--- config.mk ---
export PLATFORM = sky130hd
export DESIGN_NAME = fifo_mp
export DESIGN_NICKNAME = d
export VERILOG_FILES = /design/src/rtl/fifo_mp.sv
export SDC_FILE = /design/constraint.sdc
export NUM_CORES = 1
export LEC_CHECK = 0
export ABC_CLOCK_PERIOD_IN_PS = 7300
export CORE_MARGIN = 4
export CORE_UTILIZATION = 46
export CTS_BUF_LIST = sky130_fd_sc_hd__clkbuf_8
export DETAILED_ROUTE_END_ITERATION = 12
export PLACE_DENSITY = 0.7
export SLEW_MARGIN = 40
export SYNTH_ARGS = -nofsm -noshare
export SYNTH_HDL_FRONTEND = slang
export SYNTH_SLANG_ARGS = --single-unit
export TNS_END_PERCENT = 30
--- constraint.sdc ---
create_clock -name clk_i -period 7.3 [get_ports clk_i]
set_input_delay 1.46 -clock clk_i [delete_from_list [all_inputs] [get_ports clk_i]]
set_output_delay 1.46 -clock clk_i [all_outputs]
set_load 0.005 [all_outputs]
--- src/rtl/fifo_mp.sv ---
// fifo_mp: multi-port FIFO with all-or-nothing enqueue/dequeue, lookahead read slots,
// flush, free-slot count and sticky protocol-error flag.
module fifo_mp #(
    parameter int data_width_p = 32,
    parameter int els_p        = 16,
    parameter int wr_ports_p   = 2,
    parameter int rd_ports_p   = 2
) (
    input  logic                                 clk_i,
    input  logic                                 reset_i,
    input  logic                                 flush_i,
    input  logic [$clog2(wr_ports_p+1)-1:0]      wr_cnt_i,
    input  logic [wr_ports_p*data_width_p-1:0]   wr_data_i,
    input  logic [$clog2(rd_ports_p+1)-1:0]      rd_cnt_i,
    output logic [rd_ports_p*data_width_p-1:0]   rd_data_o,
    output logic [rd_ports_p-1:0]                rd_valid_o,
    output logic [$clog2(els_p+1)-1:0]           count_o,
    output logic [$clog2(els_p+1)-1:0]           free_o,
    output logic                                 err_o
);
    localparam int cw = $clog2(els_p + 1);
    localparam int pw = $clog2(els_p);
    localparam int ww = $clog2(wr_ports_p + 1);
    localparam int rw = $clog2(rd_ports_p + 1);

    logic [data_width_p-1:0] mem [els_p];
    logic [pw-1:0] wr_ptr, rd_ptr;
    logic [cw-1:0] cnt;
    logic          err;
    logic          wr_ok, rd_ok;

    assign count_o = cnt;
    assign free_o  = cw'(els_p) - cnt;
    assign err_o   = err;
    // Both requests are judged against start-of-cycle occupancy; no bypass either way.
    assign wr_ok   = (wr_cnt_i <= ww'(wr_ports_p)) && (cw'(wr_cnt_i) <= free_o);
    assign rd_ok   = (rd_cnt_i <= rw'(rd_ports_p)) && (cw'(rd_cnt_i) <= cnt);

    always_ff @(posedge clk_i or posedge reset_i) begin
        if (reset_i) begin
            wr_ptr <= '0;
            rd_ptr <= '0;
            cnt    <= '0;
            err    <= 1'b0;
        end else if (flush_i) begin
            wr_ptr <= '0;
            rd_ptr <= '0;
            cnt    <= '0;
            err    <= 1'b0;
        end else begin
            if (wr_ok) wr_ptr <= wr_ptr + pw'(wr_cnt_i);
            if (rd_ok) rd_ptr <= rd_ptr + pw'(rd_cnt_i);
            cnt <= cnt + (wr_ok ? cw'(wr_cnt_i) : '0) - (rd_ok ? cw'(rd_cnt_i) : '0);
            if (!wr_ok || !rd_ok) err <= 1'b1;
        end
    end

    always_ff @(posedge clk_i) begin
        if (!reset_i && !flush_i && wr_ok)
            for (int k = 0; k < wr_ports_p; k++)
                if (k < int'(wr_cnt_i)) mem[wr_ptr + pw'(k)] <= wr_data_i[k*data_width_p +: data_width_p];
    end

    for (genvar k = 0; k < rd_ports_p; k++) begin : g_rd
        assign rd_valid_o[k] = cnt > cw'(k);
        assign rd_data_o[k*data_width_p +: data_width_p] = rd_valid_o[k] ? mem[rd_ptr + pw'(k)] : '0;
    end
endmodule

==> results.yml, run 1 <==
timing:
  rsz0062_at_grt: "false"
  setup_viol: 0
  finalHoldViolations: 0
  clock_skew_ns: 0.0421
  slew_violations: 0
  hold_slack_ns: 0.556
  period_share_pct: 84.0
  tns_ns: 0
  min_period_ns: 6.13
  maxSlewHeadroom_pct: 46.1
  max_slew.worst_pin.slew_ns: 0.808
  fmax_mhz: 163
  setup_ws_ns: 1.17
placement:
  dp_cells: 2752
  post-place-ws_ns: 1.87
  place_congestion: 0.830
  dp_hpwl_mm: 54.8
  placement.io_buffers: 147
run_status:
  outcome: "finished, final reports clean"
synth:
  yosysTopAreaCell: "edfxtp_1"
  synth_nets: 1963
  synth-seq-cells: 526
  ys_types: 53
  synthSimpleGateAreaFrac_pct: 2.01
  netlist_instances: 1868
  avgSynthCellArea_sq_um: 16.8
  synth_compound_area_share_pct: 1.81
  synth_common_cells: "512 x edfxtp_1, 477 x mux2_2, 256 x mux4_2, 130 x mux2i_1, 106 x clkbuf_1"
  synth_top_area_share_pct: 49.0
  yosysWarnings: 0
  synth.area.top_cells: "edfxtp_1 49%, mux4_2 18%, mux2_2 17%, mux2i_1 4.1%, o22ai_1 1.3%"
  synth-xor-area-share_pct: 0.219
  synth_flop_cell: "edfxtp_1"
  synth-edff-count: 512
  muxShareOfSynthArea_pct: 41.0
  netlist_area_sq_mm: 0.0314
  yosys.area_share.adder_pct: 1.05
  synth_top_family_by_area: "multiplexers"
  post-synth-top-count-cell: "edfxtp_1"
  synthArstFlopShare_pct: 2.66
  yosysSeqAreaShare_pct: 50.1
global_route:
  antenna_found_initial: 5
  overflow: 0
  grt_max_degree: 81
  grt_first_pass_wirelength_mm: 134
  grt_pass1_vias: 20002
  grt_use_total_pct: 24.5
drt:
  wl_per_cell_um: 31.1
  drc: 0
  ant_nets: 0
  vias: 19195
  viasPerCell: 6.58
  routed_wl_mm: 90.8
  dr.first_iter.drc_count: 1843
  first_pass_iters: 5
clocking:
  clockRootBuffer: "clkbuf_8"
  clock-sinks: 526
  cts-hold-fix-buffers: 0
  clock_path_buffers: 3
  cts_setup_buffers: 0
  insertion_delay_ns: 0.70
  cts_tree: "done"
  clk_pin_slew_ns: 0.06
  cts_repair_resize_count: 0
  htreeDepth: 3
  cts_buffers: 91
power:
  power.leakage_nw: 11.7
  powerDensity_mw_per_mm2: 295
  p_int_mw: 6.94
  ir_drop_v: 0.000282
  seqPwrFrac_pct: 33.4
  finalPower_mw: 10.5
  p_clk_share_pct: 24.1
  switching_share_pct: 33.9
  p_sw_mw: 3.55
  pwr-share-comb_pct: 42.5
floorplanning:
  core_sq_mm: 0.0674
  io_pins: 148
  rows: 95
  die_width_um: 269
  start_util_pct: 46.6
  die_y_um: 269
  die_area_sq_mm: 0.0725
setup_path:
  crit_path_start_kind: "register"
  end_kind: "primary output"
  r2r-end: "mem[9][29]"
  worstSetupStartpoint: "rd_ptr[0]"
  crit_end: "rd_data_o[52]"
  path_class: "register to primary output"
  r2r_setup_slack_ns: 2.98
  path_max_fanout: 80
  reg2reg_depth: 10
  r2r_start: "count_o[0]"
  critPathArrivalTime_ns: 4.67
  cp.required_ns: 5.84
min_path:
  min_path_type: "register to register"
  min_delay_path_depth: 2
layout:
  syn_to_final_growth_pct: 13.4
  nets: 2067
  fin_cells: 2919
  drive_above_1_share_pct: 47.1
  fillCellCount: 5397
flow_run:
  cap_violations: 0
[worst max-delay path, cell delays in order (launching register included)]
cell and delay (ns):
dfrtp_4 0.82, buf_12 0.42, buf_16 0.43, buf_4 0.57, mux4_2 0.57, mux2i_1 0.29
o22ai_1 0.19, clkdlybuf4s50_1 0.52
[cell usage in the layout (no fill, tap or decap), types with 9 or more instances in the layout]
master / Yosys / layout
edfxtp_1: 512 / 512
mux2_2: 477 / 477
mux4_2: 256 / 256
clkdlybuf4s50_1: 0 / 147
mux2i_1: 130 / 130
clkbuf_8: 0 / 96
o22ai_1: 64 / 64
inv_1: 21 / 52
buf_4: 8 / 46
mux2_1: 30 / 30
clkinv_1: 0 / 21
ha_1: 20 / 19
nor2_1: 23 / 14
nand2_1: 16 / 13
buf_16: 0 / 12
dfrtp_1: 14 / 11
a21oi_1: 10 / 10
nor2b_1: 9 / 9
nor2_4: 0 / 9
[power groups by stage]
stage / combinational, mW / clock [mW] / sequential (mW)
final: 4.46 / 2.53 / 3.51
after global routing: 4.73 / 2.70 / 3.52
after CTS: 4.48 / 2.57 / 3.50
after detailed placement: 4.46 / 0 / 3.57
after global placement: 4.39 / 0 / 3.56
after floorplan: 2.77 / 0 / 3.51
[layer usage]
metal / vias to the layer above / track usage [%] / part of all wire (%)
met5: - / 0 / 0
met4: 0 / 8.88 / 3.5
met3: 218 / 4.51 / 7.6
met2: 926 / 41.0 / 50
met1: 10125 / 32.4 / 39
li1: 7926 / - / -
[cells by family after synthesis]
kind of cell,Yosys count
compound gates,90
xor+xnor,7
fa+ha+maj,24
buf+inv,227
flops,526
mux,899
simple gates,95
[registers in the layout, indices dropped and copies added (netlist names)]
signal   flops
rd_ptr       4
err_o        1
mem        512
wr_ptr       4
count_o      5
[through the flow]
stage	cell area [sq um]	utilization (%)
2_1_floorplan	31400	-
3_3_place_gp	33400	49.6
3_5_place_dp	33900	50.3
4_1_cts	35600	52.8
5_1_grt	35600	52.8
6_report	35600	52.8
[worst min-delay path by stage]
stage / endpoint / start / slack [ns]
2_1_floorplan: err_o / err_o / 0.52
3_3_place_gp: err_o / err_o / 0.55
3_5_place_dp: err_o / err_o / 0.56
4_1_cts: err_o / err_o / 0.57
5_1_grt: err_o / err_o / 0.58
6_report: err_o / err_o / 0.56
[final cells by class]
cell class                      instances  area (sq um)  share of cell area (%)
Sequential cell                       526         15700                    44.2
Multi-Input combinational cell       1115         14600                    41.2
Timing Repair Buffer                  217          2350                    6.60
Clock buffer                           96          1320                    3.71
Tap cell                              873          1090                    3.07
Clock inverter                         66           339                   0.953
Inverter                               21          78.8                   0.222
Antenna cell                            5          12.5                  0.0352
No activity file was read; power rests on OpenSTA's default activity.
==> run 2, diff against run 1 <==
--- a/config.mk
+++ b/config.mk
@@ -5,12 +5,12 @@
 export SDC_FILE = /design/constraint.sdc
 export NUM_CORES = 1
 export LEC_CHECK = 0
-export ABC_CLOCK_PERIOD_IN_PS = 7300
+export ABC_CLOCK_PERIOD_IN_PS = 5320
 export CORE_MARGIN = 4
 export CORE_UTILIZATION = 46
 export CTS_BUF_LIST = sky130_fd_sc_hd__clkbuf_8
 export DETAILED_ROUTE_END_ITERATION = 12
-export PLACE_DENSITY = 0.7
+export PLACE_DENSITY = 0.72
 export SLEW_MARGIN = 40
 export SYNTH_ARGS = -nofsm -noshare
 export SYNTH_HDL_FRONTEND = slang
==> constraint.sdc (replaced) <==
create_clock -name clk_i -period 5.32 [get_ports clk_i]
set_input_delay 1.064 -clock clk_i [delete_from_list [all_inputs] [get_ports clk_i]]
set_output_delay 1.064 -clock clk_i [all_outputs]
set_load 0.005 [all_outputs]
==> run 2 against run 1 <==
  * First-iteration DRC count rose by 6.7%
  * Clock skew fell by 0.0082 ns
  * Highest routed layer is now met5
  * Critical path depth did not move
  * Largest cell class unchanged
  * Power increased by 37%
  * Clock power rose by 35%
==> results.yml, run 2 (synthesized netlist as in run 1, its figures left out) <==
drt:
  ant_nets: 0
  first_pass_iters: 5
  viasPerCell: 6.55
  drc: 0
  wl_per_cell_um: 31.2
  vias: 19145
  routed_wl_mm: 91.3
  dr.first_iter.drc_count: 1967
run_status:
  outcome: "finished, final reports clean"
clocking:
  clockRootBuffer: "clkbuf_8"
  insertion_delay_ns: 0.68
  cts_repair_resize_count: 0
  cts_buffers: 93
  cts_tree: "done"
  clock_path_buffers: 3
  clock-sinks: 526
  clk_pin_slew_ns: 0.06
  htreeDepth: 3
  cts-hold-fix-buffers: 0
  cts_setup_buffers: 0
timing:
  slew_violations: 0
  hold_slack_ns: 0.564
  min_period_ns: 4.87
  clock_skew_ns: 0.0339
  max_slew.worst_pin.slew_ns: 0.784
  period_share_pct: 91.5
  setup_ws_ns: 0.452
  tns_ns: 0
  setup_viol: 0
  maxSlewHeadroom_pct: 47.6
  rsz0062_at_grt: "false"
  finalHoldViolations: 0
  fmax_mhz: 205
layout:
  drive_above_1_share_pct: 47.4
  syn_to_final_growth_pct: 13.7
  largest_reg_flops: 512
  nets: 2075
  regMostFlops: "mem"
  design_area_sq_mm: 0.0357
  layout_commonest_cell: "edfxtp_1"
  final_cell_mix: "512 x edfxtp_1, 477 x mux2_2, 256 x mux4_2, 147 x clkdlybuf4s50_1, 130 x mux2i_1"
placement:
  post-place-ws_ns: 0.701
  place_congestion: 0.819
  placement.io_buffers: 147
  placed_area_sq_mm: 0.0340
  dp_hpwl_mm: 54.9
floorplanning:
  die_area_sq_mm: 0.0725
  start_util_pct: 46.6
  die_width_um: 269
  core_sq_mm: 0.0674
  die_y_um: 269
  io_pins: 148
  rows: 95
setup_path:
  path_max_fanout: 19
  r2r-end: "mem[9][19]"
  r2r_start: "count_o[0]"
  reg2reg_depth: 10
  end_kind: "primary output"
  r2r_setup_slack_ns: 1.40
  crit_path_start_kind: "register"
  path_class: "register to primary output"
  cp.required_ns: 4.26
  critPathArrivalTime_ns: 3.80
global_route:
  grt_first_pass_wirelength_mm: 134
  antenna_found_initial: 9
  grt_pass1_vias: 20261
  grt_max_degree: 64
  overflow: 0
  grt_use_total_pct: 24.8
power:
  power.leakage_nw: 11.8
  ir_drop_v: 0.000351
  powerDensity_mw_per_mm2: 402
min_path:
  worstHoldStart: "err_o"
  min_path_type: "register to register"
  min_delay_path_depth: 2
  hold_end: "err_o"
flow_run:
  cap_violations: 0
-- run 2: worst max path at each step --
stage                            from  cells past startpoint             to
after global placement    wr_cnt_i[1]                      8    mem[11][18]
after detailed placement  wr_cnt_i[1]                      8     mem[9][18]
after global routing       count_o[2]                      7  rd_data_o[32]
after floorplan           wr_cnt_i[1]                      6      mem[1][0]
after CTS                  count_o[2]                      7  rd_data_o[32]
final                      count_o[2]                      7  rd_data_o[32]
-- run 2: area by class of cell --
class	count	area, sq um
diodes	6	15.0
clock buffers	95	1310
clock inverters	63	320
fillers	5388	31700
inverters	21	78.8
multi-input cells	1115	14600
flip-flops and latches	526	15700
well taps	873	1090
repair buffers	223	2480
-- run 2: layer usage --
metal	up-vias	routed length (um)	global-route usage, %
met1	10093	35100	31.5
li1	7919	-	-
met2	901	45700	41.9
met5	-	43	0
met3	226	6550	4.67
met4	6	3910	10.6
-- run 2: critical path, stage by stage (launching register included) --
cell,delay [ns]
dfrtp_1,0.45
inv_1,0.14
ha_1,0.25
a32oi_1,0.44
nand2b_2,0.45
buf_4,0.43
o22ai_1,0.36
clkdlybuf4s50_1,0.59
-- run 2: stage by stage --
stage | power [mW] | instances | util [%]
after floorplan | 8.61 | 1868 | -
after global placement | 10.9 | 2742 | 49.9
after detailed placement | 11.0 | 2758 | 50.5
after CTS | 14.5 | 2916 | 52.9
after global routing | 15.0 | 2922 | 52.9
final | 14.4 | 2922 | 52.9
-- run 2: power by group --
part | internal [mW] | switching (mW) | total [mW]
logic | 3.13 | 3.03 | 6.16
clock network | 1.74 | 1.68 | 3.42
registers | 4.68 | 0.104 | 4.78
